==> config.mk <==
export PLATFORM = sky130hd
export DESIGN_NAME = and_mux_sweep
export DESIGN_NICKNAME = d
export VERILOG_FILES = /design/src/rtl/and_mux_sweep.sv
export SDC_FILE = /design/constraint.sdc
export NUM_CORES = 1
export LEC_CHECK = 0
export CAP_MARGIN = 40
export CELL_PAD_IN_SITES_DETAIL_PLACEMENT = 1
export CELL_PAD_IN_SITES_GLOBAL_PLACEMENT = 1
export CORE_MARGIN = 1
export CORE_UTILIZATION = 44
export CTS_CLUSTER_SIZE = 25
export DETAILED_ROUTE_END_ITERATION = 7
export MAX_ROUTING_LAYER = met4
export PLACE_DENSITY_LB_ADDON = 0.08
export SYNTH_ARGS = -nofsm -noshare
export SYNTH_HDL_FRONTEND = slang
export SYNTH_SLANG_ARGS = --single-unit
==> constraint.sdc <==
create_clock -name clk -period 4.6 [get_ports clk]
set_clock_uncertainty 0.1 [all_clocks]
set_input_delay 0.92 -clock clk [delete_from_list [all_inputs] [get_ports clk]]
set_output_delay 0.92 -clock clk [all_outputs]
set_load 0.005 [all_outputs]
==> src/rtl/and_mux_sweep.sv <==
// Exhaustive stimulus sweep of and_mux {sel,a,b,c,d} with per-vector response capture into resp.
// Optional idle gap between sel halves is compiled in with AND_MUX_SWEEP_GAP_EN.
module and_mux_sweep #(
  parameter int DWELL = 2,
  parameter int GAP   = 1
) (
  input  logic        clk,
  input  logic        rst_n,
  input  logic        start,
  input  logic        e,
  output logic        a,
  output logic        b,
  output logic        c,
  output logic        d,
  output logic        sel,
  output logic        busy,
  output logic        done,
  output logic [4:0]  idx,
  output logic [31:0] resp
);

  if (DWELL < 1 || DWELL > 255) begin : g_dwell_range
    $error("and_mux_sweep: DWELL must be 1..255");
  end
  if (GAP < 0 || GAP > 255) begin : g_gap_range
    $error("and_mux_sweep: GAP must be 0..255");
  end

  typedef enum logic [1:0] {
    S_IDLE  = 2'd0,
    S_DRIVE = 2'd1,
`ifdef AND_MUX_SWEEP_GAP_EN
    S_GAP   = 2'd3,
`endif
    S_DONE  = 2'd2
  } state_t;

  localparam logic [7:0] DW_LAST = 8'(DWELL - 1);
`ifdef AND_MUX_SWEEP_GAP_EN
  localparam logic [7:0] GP_LAST = 8'(GAP - 1);
  localparam bit         GAP_ON  = (GAP > 0);
`endif

  state_t     state;
  logic [7:0] cnt;
`ifdef AND_MUX_SWEEP_GAP_EN
  logic [7:0] gcnt;
`endif

  // idx is cleared whenever not sweeping, so the mux pins follow it directly
  assign {sel, a, b, c, d} = idx;

  always_ff @(posedge clk or negedge rst_n) begin
    if (!rst_n) begin
      state <= S_IDLE;
      idx   <= 5'd0;
      busy  <= 1'b0;
      done  <= 1'b0;
      resp  <= 32'd0;
      cnt   <= 8'd0;
`ifdef AND_MUX_SWEEP_GAP_EN
      gcnt  <= 8'd0;
`endif
    end else begin
      case (state)
        S_IDLE: begin
          if (start) begin
            resp  <= 32'd0;
            idx   <= 5'd0;
            busy  <= 1'b1;
            cnt   <= 8'd0;
            state <= S_DRIVE;
          end
        end
        S_DRIVE: begin
          if (cnt == DW_LAST) begin
            resp[idx] <= e;
            cnt       <= 8'd0;
            if (idx == 5'd31) begin
              idx   <= 5'd0;
              busy  <= 1'b0;
              done  <= 1'b1;
              state <= S_DONE;
            end
`ifdef AND_MUX_SWEEP_GAP_EN
            else if (idx == 5'd15 && GAP_ON) begin
              gcnt  <= 8'd0;
              state <= S_GAP;
            end
`endif
            else begin
              idx <= idx + 5'd1;
            end
          end else begin
            cnt <= cnt + 8'd1;
          end
        end
`ifdef AND_MUX_SWEEP_GAP_EN
        S_GAP: begin
          // vector 15 stays on the pins until sel is allowed to rise
          if (gcnt == GP_LAST) begin
            gcnt  <= 8'd0;
            idx   <= 5'd16;
            state <= S_DRIVE;
          end else begin
            gcnt <= gcnt + 8'd1;
          end
        end
`endif
        S_DONE: begin
          done  <= 1'b0;
          state <= S_IDLE;
        end
        default: state <= S_IDLE;
      endcase
    end
  end

endmodule

======== Yosys cells after proc, flatten, opt, wreduce, memory -nomap -nowiden ========
Index checks and enable logic that the tools add are counted.
operators by class
  $mul .................................... 0
  add/subtract/negate cells ............... 2
  multiplexer cells ....................... 24
  equal/unequal tests ..................... 7
  shifts and indexed selects .............. 0
  divide/modulo/power cells ............... 0
  bitwise operators ....................... 0
  reductions and logical operators ........ 9
  magnitude comparators ................... 2
operators by type and width
  operator                                              count
  two-way mux 32 bit                                    2
  one-hot mux 32 bit (2 select lines)                   1
  bitwise mux 32 bit                                    1
  two-way mux 8 bit                                     2
  one-hot mux 8 bit (2 select lines)                    1
  two-way mux 5 bit                                     3
  one-hot mux 5 bit (2 select lines)                    1
  AND reduction 3 bit                                   3
  adder 8 x 1 -> 8 bit (second input constant)          1
  == test 8 x 1 -> 1 bit (second input constant)        1
  < comparator 5 x 6 -> 1 bit (second input constant)   1
  two-way mux 1 bit                                     6
  two-way mux 2 bit                                     3
  inequality test 2 bit (second input constant)         3
  adder 5 x 1 -> 5 bit (second input constant)          1
  demux 1 bit (select 5 bit)                            1
  == test 5 bit (second input constant)                 1
  >= comparator 5 x 1 -> 1 bit (second input constant)  1
  one-hot mux 1 bit (2 select lines)                    2
  one-hot mux 2 bit (2 select lines)                    1
  AND reduction 4 bit                                   1
  nonzero test 2 bit                                    2
  == test 2 x 1 -> 1 bit (second input constant)        1
  == test 2 bit (second input constant)                 1
  3 further kinds                                       3
storage, ports and cells
  bits in read-only memories .............. 0
  memories kept ........................... 0
  output and inout bits ................... 44
  register bits ........................... 49
  RAM bits ................................ 0
  bits of input ports ..................... 4
  bits in latches ......................... 0

======== Logic depth before layout (Yosys ltp) ========
  depth in word-level cells ............... 7
  gate-level depth with buffers ........... 8

======== Worst setup path after synthesis ========
Ideal clock, no wire load.
  path type ............................... reg2reg
  start point ............................. register idx[0]
  end point ............................... register idx[2]
  data required time ...................... 4417 ps
  data arrival time ....................... 1924 ps
  library setup time ...................... 83 ps
  buffers on the path ..................... 1
  period minus slack after synthesis ...... 2107 ps
  cell stages (with the launch flop) ...... 9
  path slack .............................. 2493 ps
  path through ............................ dfrtp_1 -> ha_1 -> buf_2 -> and3_1 -> ha_1 -> or3b_2 -> o21ai_0 -> o21ai_0 -> o21ai_0
between the ends
  longest elaborated chain between the ends .. 4
  elaborated cells between the ends (all ways) .. 5
ends and longest elaborated chain
  what                                                          RTL line  RTL
  start: declaration                                            18        output logic [4:0] idx,
  start signal: assignment                                      92        idx <= idx + 5'd1;
  adder 5 x 1 -> 5 bit / == test 5 bit (equally long branches)  92, 79
  two-way mux 5 bit (*)                                         79        if (idx == 5'd31) begin
  two-way mux 5 bit (*)                                         76        if (cnt == DW_LAST) begin
  one-hot mux 5 bit (2 select lines) (*)                        65        case (state)
Every way passes the cells marked *; elsewhere a longest branch is shown, timed or not. The select of a mux whose other input is x is not followed.
A chain may end at the register's enable or synchronous reset.

======== Worst setup path in the final report ========
  start point ............................. register idx[2]
  end point ............................... output port b
RTL lines
  what              RTL line  RTL
  end: declaration  12        output logic b,
No word-level cell between the ends.

==> flow_summary.ini <==
[cts]
cts.path.max_buffers = 2
cts_tree = yes
post_cts.repair.setup_buffers = 0
cts_resized = 0
ctsHoldBuffers = 0
path_clk_slew_ns = 0.09
cts_buffers = 5
root_buffer = clkbuf_8
clkLatencyLatePin_ns = 0.30
h-tree-depth = 2
cts.sinks = 49

[global_routing]
grt_pass1_vias = 2078
track_usage_pct = 22.7
grt_pass1_wl_um = 10600
grt_use_met3_pct = 2.53
antenna_found_initial = 0
grt_max_degree = 50
grt_busiest_layer = met2
met1_usage_pct = 30.9
grt-ovfl-total = 0
met2_usage_pct = 35.3

[sta]
fin_crit_ns = 2.58
setup_viol = 0
hold_viol = 0
maxSlewHeadroom_pct = 58.3
final-max-slew-violation-count = 0
fin_crit_sh_pct = 56.1
timing.hold.ws_ns = 0.430
tightest_slew_ns = 0.625
fmax_mhz = 388
rsz0062_at_grt = false
fin_setup_tns_ns = 0

[route]
drt_pass1_iterations = 4
drc = 0
vias_per_cell = 5.50
via_count = 1987
post_drt_wl_per_cell_um = 17.2
finalWirelength_um = 6190
antenna_left = 0
dr.first_iter.drc_count = 78

[worst_setup_path]
cp.depth = 1
crit_buf_inv = 1
crit_start = idx[2]$_DFFE_PN0P_
r2r-start = idx[0]$_DFFE_PN0P_
crit_chain = clkdlybuf4s50_1
max_stage_delay_ns = 0.65
path_class = reg -> out
critPathLaunchType = register
crit_family = flip-flops
worstSetupEndpoint = b
crit_arrival_ns = 1.56
slowest_stage = dfrtp_1
worst_r2r_endpoint = idx[2]$_DFFE_PN0P_
r2r_cells = 7
critPathRequiredTime_ns = 3.58
cp-end-kind = output pin
critical_path.max_fanout = 13
rrSetupSlack_ns = 2.22

[worst_hold_path]
hold_class = reg -> reg
hold_path.startpoint = resp[13]$_DFFE_PN0P_

[layout]
stdcell_area_sq_um = 3130
num-nets-final = 301
layout_common_cells = dfrtp_1, clkdlybuf4s50_1, nand2_1
diodes = 0
fin_util_pct = 55.9
areaGrowthSynthToFinish_pct = 19.9
final_common_cell = dfrtp_1
drive_gt1_share_pct = 9.00

[floorplan]
core_sq_um = 5610
die_h_um = 79.1
die-area_sq_um = 6250
die_w_um = 79.1
initial_core_util_pct = 46.6
num_rows = 27
io_pins = 48

[synthesis]
yosysWarnings = 0
synthCells = 254
netlist.area_leader.share_pct = 46.9
synth_flop_cell = dfrtp_1
netlist-cell-type-count = 37
ys_seq_area_share_pct = 46.9
syn-num-nets = 266
yosys.area.top_type = dfrtp_1
ys_seq_elements = 49
async_flop_share_pct = 100
synth_area_leaders = dfrtp_1, mux2i_1, nand3_1, nand2_1, ha_1
avgSynthCellArea_sq_um = 10.3
synth_area_sq_um = 2610
synth_edf_count = 0

[placed_design]
hpwl_um = 4060
gp_congestion = 0.806
placed_area_sq_um = 3050
io_buffers = 47

[pwr]
irDropWorstVdd_mv = 0.199
cellPowerDensity_nw_per_um2 = 229
p_leak_nw = 1.47

[run_status]
status = completed

[job]
max_cap_violations = 0
-- per-stage QoR --
stage | setup WS [ns] | cells | total power, mW
finish | 2.02 | 361 | 0.717
global route | 1.89 | 361 | 0.738
CTS | 2.00 | 361 | 0.724
detailed placement | 1.69 | 354 | 0.466
global placement | 1.53 | 353 | 0.464
floorplan | 2.49 | 254 | 0.448
-- Yosys cell counts, types with 3 or more instances --
master	number
nand4_1	3
nand2_1	43
nor4b_2	4
clkbuf_1	7
a31oi_1	5
dfrtp_1	49
o31ai_1	3
mux2i_1	32
ha_1	8
inv_1	6
nand3_1	35
o21ai_0	8
buf_4	5
nor2_1	8
xor2_1	4
buf_2	6
-- kinds of logic after synthesis --
family | synth area share (%)
buffers and inverters | 6.94
XOR/XNOR | 1.34
flip-flops | 46.9
AND/OR/NAND/NOR | 22.6
multiplexers | 12.3
adder cells (fa/ha/maj) | 3.83
AO/OA/AOI/OAI | 6.08
-- tightest hold or removal path, delay by kind of cell (launching register included) --
family           cells  cell delay (ns)
and+or+nand+nor      1             0.06
DFF                  1             0.38
muxes                1             0.06
-- layer usage --
layer  share of wire (%)  vias to the layer above
li1                    -                      946
met1                  49                      996
met2                  47                       38
met3                 2.5                        7
met4                 1.3                        0
met5                   0                        -
-- flip-flops by register name (all words and copies together), names as in the netlist --
name and flops:
busy 1, cnt 8, done 1, idx 5, resp 32, state 2
-- worst min-delay path by stage --
stage                           endpoint  slack, ns  depth (start not counted)
floorplan               busy$_DFFE_PN0P_       0.40                          2
global placement        busy$_DFFE_PN0P_       0.40                          2
detailed placement      busy$_DFFE_PN0P_       0.41                          2
CTS                     busy$_DFFE_PN0P_       0.43                          2
global route         resp[3]$_DFFE_PN0P_       0.46                          2
finish              resp[13]$_DFFE_PN0P_       0.43                          2
-- report_power, final --
group	switching, mW	total (mW)	internal [mW]
registers	0.000719	0.431	0.431
logic	0.0177	0.0248	0.00709
clock network	0.141	0.261	0.120
total	0.159	0.717	0.557
-- final cells by class --
cell class / count / area [sq um]
flip-flops and latches: 49 / 1230
fillers: 635 / 2470
inverters: 6 / 22.5
well taps: 72 / 90.1
multi-input cells: 176 / 1210
repair buffers: 51 / 503
clock buffers: 7 / 86.3
No activity file was read; power rests on OpenSTA's default activity.
